**src/rtl/notas_pkg.sv**
```systemverilog
// Shared definitions for the note-word protocol: symbol codes, word types
// and generator state encodings.
package notas_pkg;

    // Symbols are {tom, nota}; the terminator x is always driven as 0000.
    localparam logic [3:0] X    = 4'b0000;
    localparam logic [3:0] DO   = 4'b0001;
    localparam logic [3:0] RE   = 4'b0010;
    localparam logic [3:0] MI   = 4'b0011;
    localparam logic [3:0] FA   = 4'b0100;
    localparam logic [3:0] SOL  = 4'b0101;
    localparam logic [3:0] LA   = 4'b0110;
    localparam logic [3:0] SI   = 4'b0111;
    localparam logic [3:0] DO_M = 4'b1001;
    localparam logic [3:0] RE_M = 4'b1010;
    localparam logic [3:0] MI_M = 4'b1011;
    localparam logic [3:0] FA_M = 4'b1100;
    localparam logic [3:0] SOL_M = 4'b1101;
    localparam logic [3:0] LA_M = 4'b1110;
    localparam logic [3:0] SI_M = 4'b1111;

    localparam logic [1:0] TIPO_NULO = 2'b00;
    localparam logic [1:0] TIPO_ADJ  = 2'b01;
    localparam logic [1:0] TIPO_COMP = 2'b10;
    localparam logic [1:0] TIPO_ADV  = 2'b11;

    typedef enum logic [2:0] {
        ST_IDLE,
        ST_SETUP,
        ST_PULSE,
        ST_GAP,
        ST_DONE
    } estado_t;

    // A free note of 000 would read as a terminator; map it to do instead.
    function automatic logic [2:0] nota_valida(input logic [2:0] n);
        return (n == 3'd0) ? 3'd1 : n;
    endfunction

endpackage

```
**src/rtl/tabela_sequencia.sv**
```systemverilog
// Combinational symbol table: word type, variant and free notes to the
// symbol at a given index plus the word length.
module tabela_sequencia
    import notas_pkg::*;
(
    input  logic [1:0] tipo,
    input  logic       variante,
    input  logic [2:0] n1,
    input  logic [2:0] n2,
    input  logic [2:0] idx,
    output logic [3:0] simbolo,
    output logic [2:0] comprimento
);

    // Length depends only on the type, kept apart so it never sees idx.
    always_comb begin
        comprimento = 3'd1;
        case (tipo)
            TIPO_ADJ:  comprimento = 3'd4;
            TIPO_COMP: comprimento = 3'd5;
            TIPO_ADV:  comprimento = 3'd5;
            default:   comprimento = 3'd1;
        endcase
    end

    // Symbol selection; any index past the word end yields the terminator.
    always_comb begin
        simbolo = X;
        if (tipo != TIPO_NULO) begin
            case (idx)
                3'd0: simbolo = {1'b0, n1};
                3'd1: simbolo = {1'b0, n2};
                3'd2: begin
                    if (tipo == TIPO_ADV) simbolo = LA;
                    else                  simbolo = variante ? SI_M : LA;
                end
                3'd3: begin
                    case (tipo)
                        TIPO_COMP: simbolo = variante ? RE : DO;
                        TIPO_ADV:  simbolo = SI_M;
                        default:   simbolo = X;
                    endcase
                end
                default: simbolo = X;
            endcase
        end
    end

endmodule

```
**src/rtl/gerador_sequencia_notas.sv**
```systemverilog
// Note-word transmitter: emits the symbol sequence of the requested word
// type, one ok-strobed symbol every 2+GAP cycles, then pulses fim.
module gerador_sequencia_notas
    import notas_pkg::*;
#(
    parameter int unsigned GAP = 2
) (
    input  logic       clk,
    input  logic       reset,
    input  logic       start,
    input  logic [1:0] tipo,
    input  logic       variante,
    input  logic [2:0] nota1,
    input  logic [2:0] nota2,
    output logic [2:0] nota,
    output logic       tom,
    output logic       ok,
    output logic       ocupado,
    output logic       fim
);

    localparam logic [3:0] GAP_LAST = 4'(GAP - 1);

    estado_t    estado, estado_next;
    logic [2:0] idx, idx_next;
    logic [3:0] gap_cnt, gap_next;

    logic [1:0] tipo_q;
    logic       variante_q;
    logic [2:0] n1_q, n2_q;

    logic       aceita;
    logic [1:0] tab_tipo;
    logic       tab_variante;
    logic [2:0] tab_n1, tab_n2;
    logic [3:0] simbolo;
    logic [2:0] comprimento;

    logic [3:0] simbolo_q, simbolo_next;
    logic       ok_next, ocupado_next, fim_next;

    // On the acceptance cycle the table must see the live inputs, because the
    // first symbol is registered on the same edge that latches them.
    assign aceita       = (estado == ST_IDLE) && start;
    assign tab_tipo     = aceita ? tipo : tipo_q;
    assign tab_variante = aceita ? variante : variante_q;
    assign tab_n1       = aceita ? nota_valida(nota1) : n1_q;
    assign tab_n2       = aceita ? nota_valida(nota2) : n2_q;

    tabela_sequencia u_tabela (
        .tipo        (tab_tipo),
        .variante    (tab_variante),
        .n1          (tab_n1),
        .n2          (tab_n2),
        .idx         (idx_next),
        .simbolo     (simbolo),
        .comprimento (comprimento)
    );

    // Next-state, symbol index and gap counter.
    always_comb begin
        estado_next = estado;
        idx_next    = idx;
        gap_next    = gap_cnt;
        case (estado)
            ST_IDLE: begin
                if (start) begin
                    estado_next = ST_SETUP;
                    idx_next    = 3'd0;
                    gap_next    = '0;
                end
            end
            ST_SETUP: estado_next = ST_PULSE;
            ST_PULSE: begin
                estado_next = ST_GAP;
                gap_next    = '0;
            end
            ST_GAP: begin
                if (gap_cnt == GAP_LAST) begin
                    gap_next = '0;
                    if (idx < comprimento - 3'd1) begin
                        idx_next    = idx + 3'd1;
                        estado_next = ST_SETUP;
                    end else begin
                        estado_next = ST_DONE;
                    end
                end else begin
                    gap_next = gap_cnt + 4'd1;
                end
            end
            ST_DONE: estado_next = ST_IDLE;
            default: estado_next = ST_IDLE;
        endcase
    end

    // Output values for the coming state, so outputs leave flip-flops.
    always_comb begin
        ok_next      = (estado_next == ST_PULSE);
        fim_next     = (estado_next == ST_DONE);
        ocupado_next = (estado_next == ST_SETUP) || (estado_next == ST_PULSE) ||
                       (estado_next == ST_GAP);
        simbolo_next = X;
        if (estado_next == ST_SETUP) simbolo_next = simbolo;
        else if (ocupado_next)       simbolo_next = simbolo_q;
    end

    // State, counters and output registers.
    always_ff @(posedge clk) begin
        if (reset) begin
            estado    <= ST_IDLE;
            idx       <= '0;
            gap_cnt   <= '0;
            simbolo_q <= X;
            ok        <= 1'b0;
            ocupado   <= 1'b0;
            fim       <= 1'b0;
        end else begin
            estado    <= estado_next;
            idx       <= idx_next;
            gap_cnt   <= gap_next;
            simbolo_q <= simbolo_next;
            ok        <= ok_next;
            ocupado   <= ocupado_next;
            fim       <= fim_next;
        end
    end

    // Request latch, loaded only when a start is accepted.
    always_ff @(posedge clk) begin
        if (reset) begin
            tipo_q     <= TIPO_NULO;
            variante_q <= 1'b0;
            n1_q       <= 3'd1;
            n2_q       <= 3'd1;
        end else if (aceita) begin
            tipo_q     <= tipo;
            variante_q <= variante;
            n1_q       <= nota_valida(nota1);
            n2_q       <= nota_valida(nota2);
        end
    end

    assign tom  = simbolo_q[3];
    assign nota = simbolo_q[2:0];

endmodule

```
**config.mk**
```make
export PLATFORM = sky130hd
export DESIGN_NAME = gerador_sequencia_notas
export DESIGN_NICKNAME = d
export VERILOG_FILES = /design/src/rtl/notas_pkg.sv /design/src/rtl/tabela_sequencia.sv /design/src/rtl/gerador_sequencia_notas.sv
export SDC_FILE = /design/constraint.sdc
export NUM_CORES = 1
export LEC_CHECK = 0
export CAP_MARGIN = 20
export CORE_ASPECT_RATIO = 0.75
export CORE_MARGIN = 2
export CORE_UTILIZATION = 45
export DETAILED_ROUTE_END_ITERATION = 10
export HOLD_SLACK_MARGIN = 0.15
export PLACE_DENSITY = 0.7
export SYNTH_ARGS = -nofsm -noshare
export SYNTH_HDL_FRONTEND = slang
export SYNTH_SLANG_ARGS = --single-unit
```
**constraint.sdc**
```tcl
create_clock -name clk -period 7.4 [get_ports clk]
set_input_delay 0.74 -clock clk [delete_from_list [all_inputs] [get_ports clk]]
set_output_delay 0.74 -clock clk [all_outputs]
set_load 0.005 [all_outputs]
```
==> results.json <==
{
  "drv_slew": 0,
  "grt_start_max_net_pins": 22,
  "dieArea_um2": 3640,
  "port_buffers": 18,
  "avgSynthCellArea_um2": 8.91,
  "drt_wl_total_um": 3080,
  "critical_path_arrival_ns": 4.23,
  "htreeDepth": 1,
  "dpl_cell_area_um2": 1610,
  "min_path_cells": 2,
  "die_x_um": 69.0,
  "wl_per_cell_um": 14.5,
  "synth_edf_count": 0,
  "async_flop_share_pct": 0,
  "hold_end": "simbolo_q[1]$_SDFFE_PP0P_",
  "hpwlAfterDp_um": 2230,
  "vias": 1205,
  "postCtsSetupBuffers": 0,
  "drive_above_1_share_pct": 9.14,
  "nNetsFinal": 193,
  "grt_setup_unrepaired": "no",
  "setup_viol": 0,
  "core_um2": 2980,
  "p_per_area_nw_per_um2": 207,
  "grt_pass1_vias": 1108,
  "design_area_um2": 1680,
  "gr-total-overflow": 0,
  "finish.utilization_pct": 56.4,
  "synth_fa_ha_area_share_pct": 4.39,
  "cts_resized": 0,
  "cts_hold_buf": 0,
  "synth_top_cell_by_area": "dfxtp_1",
  "cts_tree": "done",
  "yosysSeqAreaShare_pct": 36.5,
  "hold_violations": 0,
  "cp-end-kind": "register",
  "synth_area_leaders": "dfxtp_1 (37%), mux2i_1 (6.3%), nor2_1 (4.7%)",
  "hold_class": "register to register",
  "synthCells": 160,
  "outcome": "finished clean",
  "grt.total_usage_pct": 19.5,
  "synth_compound_area_share_pct": 15.3,
  "io_pins": 19,
  "drc": 0,
  "ant_nets": 0,
  "synth_top_family_by_area": "simple AND/OR/NAND/NOR gates",
  "required_ns": 7.57,
  "min-delay-start": "simbolo_q[1]$_SDFFE_PP0P_",
  "p_leak_uw": 0.000676,
  "diodes": 0,
  "dr.pass1.iters": 4,
  "cp_max_fo": 16,
  "crit_type": "primary input to register",
  "r2r_start": "estado[1]$_SDFF_PP0_",
  "tns_ns": 0,
  "post-route-period-util_pct": 54.9,
  "fillers": 264,
  "drtIter0Drc": 90,
  "fin_cells": 213,
  "skew_ns": 0.00443,
  "r2r_setup_slack_ns": 3.84,
  "timing.rr.end": "simbolo_q[2]$_SDFFE_PP0P_",
  "synth_most_common_cell": "dfxtp_1",
  "die_y_um": 52.7,
  "synth-xor-area-share_pct": 1.84,
  "tightest_slew_ns": 0.821,
  "synth-main-ff-cell": "dfxtp_1",
  "viasPerCell": 5.66,
  "synth_top_area_share_pct": 36.5,
  "initial_utilization_pct": 47.9,
  "rows": 17,
  "synth.area.mux_share_pct": 8.87,
  "cts.sinks": 26,
  "area_delta_synth_final_pct": 17.8,
  "drv_cap": 0,
  "ir_worst_vdd_v": 0.000122,
  "synth_commonest_cells": "dfxtp_1 (26), nor2_1 (18), nand2_1 (16), a21oi_1 (10), mux2i_1 (9)",
  "clkTransAtPathRegs_ns": 0.09,
  "synthSimpleGateAreaFrac_pct": 28.6,
  "synth_area_um2": 1430,
  "grt_pass1_wl_um": 5180,
  "ys_ff_latch": 26,
  "yosysUniqueCellTypes": 46,
  "antenna_found_initial": 0,
  "rr_worst_depth": 10,
  "cp-start-kind": "primary input",
  "cts-root-buf": "clkbuf_8",
  "slew_headroom_pct": 45.1,
  "synth_warnings": 0,
  "clock_latency_ns": 0.28,
  "period_needed_ns": 4.06,
  "fmax_ghz": 0.246,
  "gp_congestion": 0.902,
  "clk_path_buf_depth": 2,
  "synth_nets": 177,
  "place_inst": 209,
  "cts-buffers-inserted": 3
}
-- power breakdown --
group	internal [uW]	total, uW	switching (uW)	leakage [uW]
logic	33.1	71.5	38.5	0.000428
clock network	72.5	119	46.3	0.0000357
registers	149	158	9.25	0.000212
total	254	348	94.0	0.000676
-- final cells by class --
type | instances | area, um2 | share of cell area (%)
multi-input cells | 122 | 841 | 50.1
clock buffers | 3 | 41.3 | 2.46
repair buffers | 18 | 180 | 10.7
clock inverters | 1 | 30.0 | 1.79
inverters | 5 | 18.8 | 1.12
well taps | 38 | 47.5 | 2.83
flip-flops and latches | 26 | 520 | 31.0
-- state kept, by name, summed over array words and instances, names as in the netlist --
register / cells
fim: 1
gap_cnt: 4
n1_q: 3
estado: 3
simbolo_q: 4
tipo_q: 2
ocupado: 1
variante_q: 1
idx: 3
ok: 1
n2_q: 3
-- metal layers --
metal / global-route usage [%] / up-vias / wire, um
li1: - / 594 / -
met1: 25.8 / 573 / 1560
met2: 30.6 / 33 / 1330
met3: 5.16 / 5 / 158
met4: 5.88 / 0 / 37
met5: 0 / - / 0
-- critical path, cell delays in order --
cell	delay, ns
clkdlybuf4s50_1	0.55
or4b_4	0.64
mux2i_1	0.37
ha_1	0.33
a21oi_1	0.22
and3_1	0.24
o311a_1	0.20
mux2i_1	0.30
nor4_2	0.11
nor3b_2	0.20
a311o_1	0.32
-- layout by cell type, fill, tap and decap left out, drive strengths merged, types with 2 or more instances in the layout --
| cell | Yosys | final |
|---|---|---|
| a21oi | 10 | 10 |
| a22oi | 2 | 2 |
| a31oi | 2 | 2 |
| and2 | 2 | 2 |
| and3 | 3 | 3 |
| clkbuf | 3 | 3 |
| clkdlybuf4s50 | 0 | 18 |
| dfxtp | 26 | 26 |
| ha | 5 | 5 |
| inv | 5 | 5 |
| mux2i | 11 | 11 |
| nand2 | 16 | 16 |
| nand2b | 3 | 3 |
| nand3 | 4 | 4 |
| nor2 | 18 | 18 |
| nor2b | 5 | 5 |
| nor3 | 3 | 3 |
| nor3b | 5 | 5 |
| nor4 | 2 | 2 |
| o21ai | 6 | 6 |
| o21bai | 3 | 3 |
| o22ai | 3 | 3 |
| or2 | 2 | 2 |
| or3 | 3 | 3 |
| xor2 | 2 | 2 |
-- kinds of logic (layout without fill, tap and decap cells) --
family                   count (synthesis)  after routing
AO/OA/AOI/OAI                           32             32
flip-flops                              26             26
buffers and inverters                   12             27
AND/OR/NAND/NOR                         71             71
adder cells (fa/ha/maj)                  5              5
XOR/XNOR                                 3              3
multiplexers                            11             11
-- how the worst max path moves through the flow --
stage,startpoint,end,slack (ns),cells past startpoint
3_5_place_dp,start,simbolo_q[2]$_SDFFE_PP0P_,3.09,11
5_1_grt,start,simbolo_q[2]$_SDFFE_PP0P_,3.13,11
3_3_place_gp,start,simbolo_q[2]$_SDFFE_PP0P_,3.22,11
2_1_floorplan,start,simbolo_q[2]$_SDFFE_PP0P_,4.01,11
6_report,start,simbolo_q[2]$_SDFFE_PP0P_,3.34,11
4_1_cts,start,simbolo_q[2]$_SDFFE_PP0P_,3.37,11
-- per-stage QoR --
step	total power, uW	worst slack (ns)	hold WS (ns)
3_3_place_gp	230	3.22	0.441
2_1_floorplan	210	4.01	0.436
6_report	348	3.34	0.457
3_5_place_dp	232	3.09	0.446
4_1_cts	353	3.37	0.460
5_1_grt	365	3.13	0.482
(Power assumes the default switching activity.)
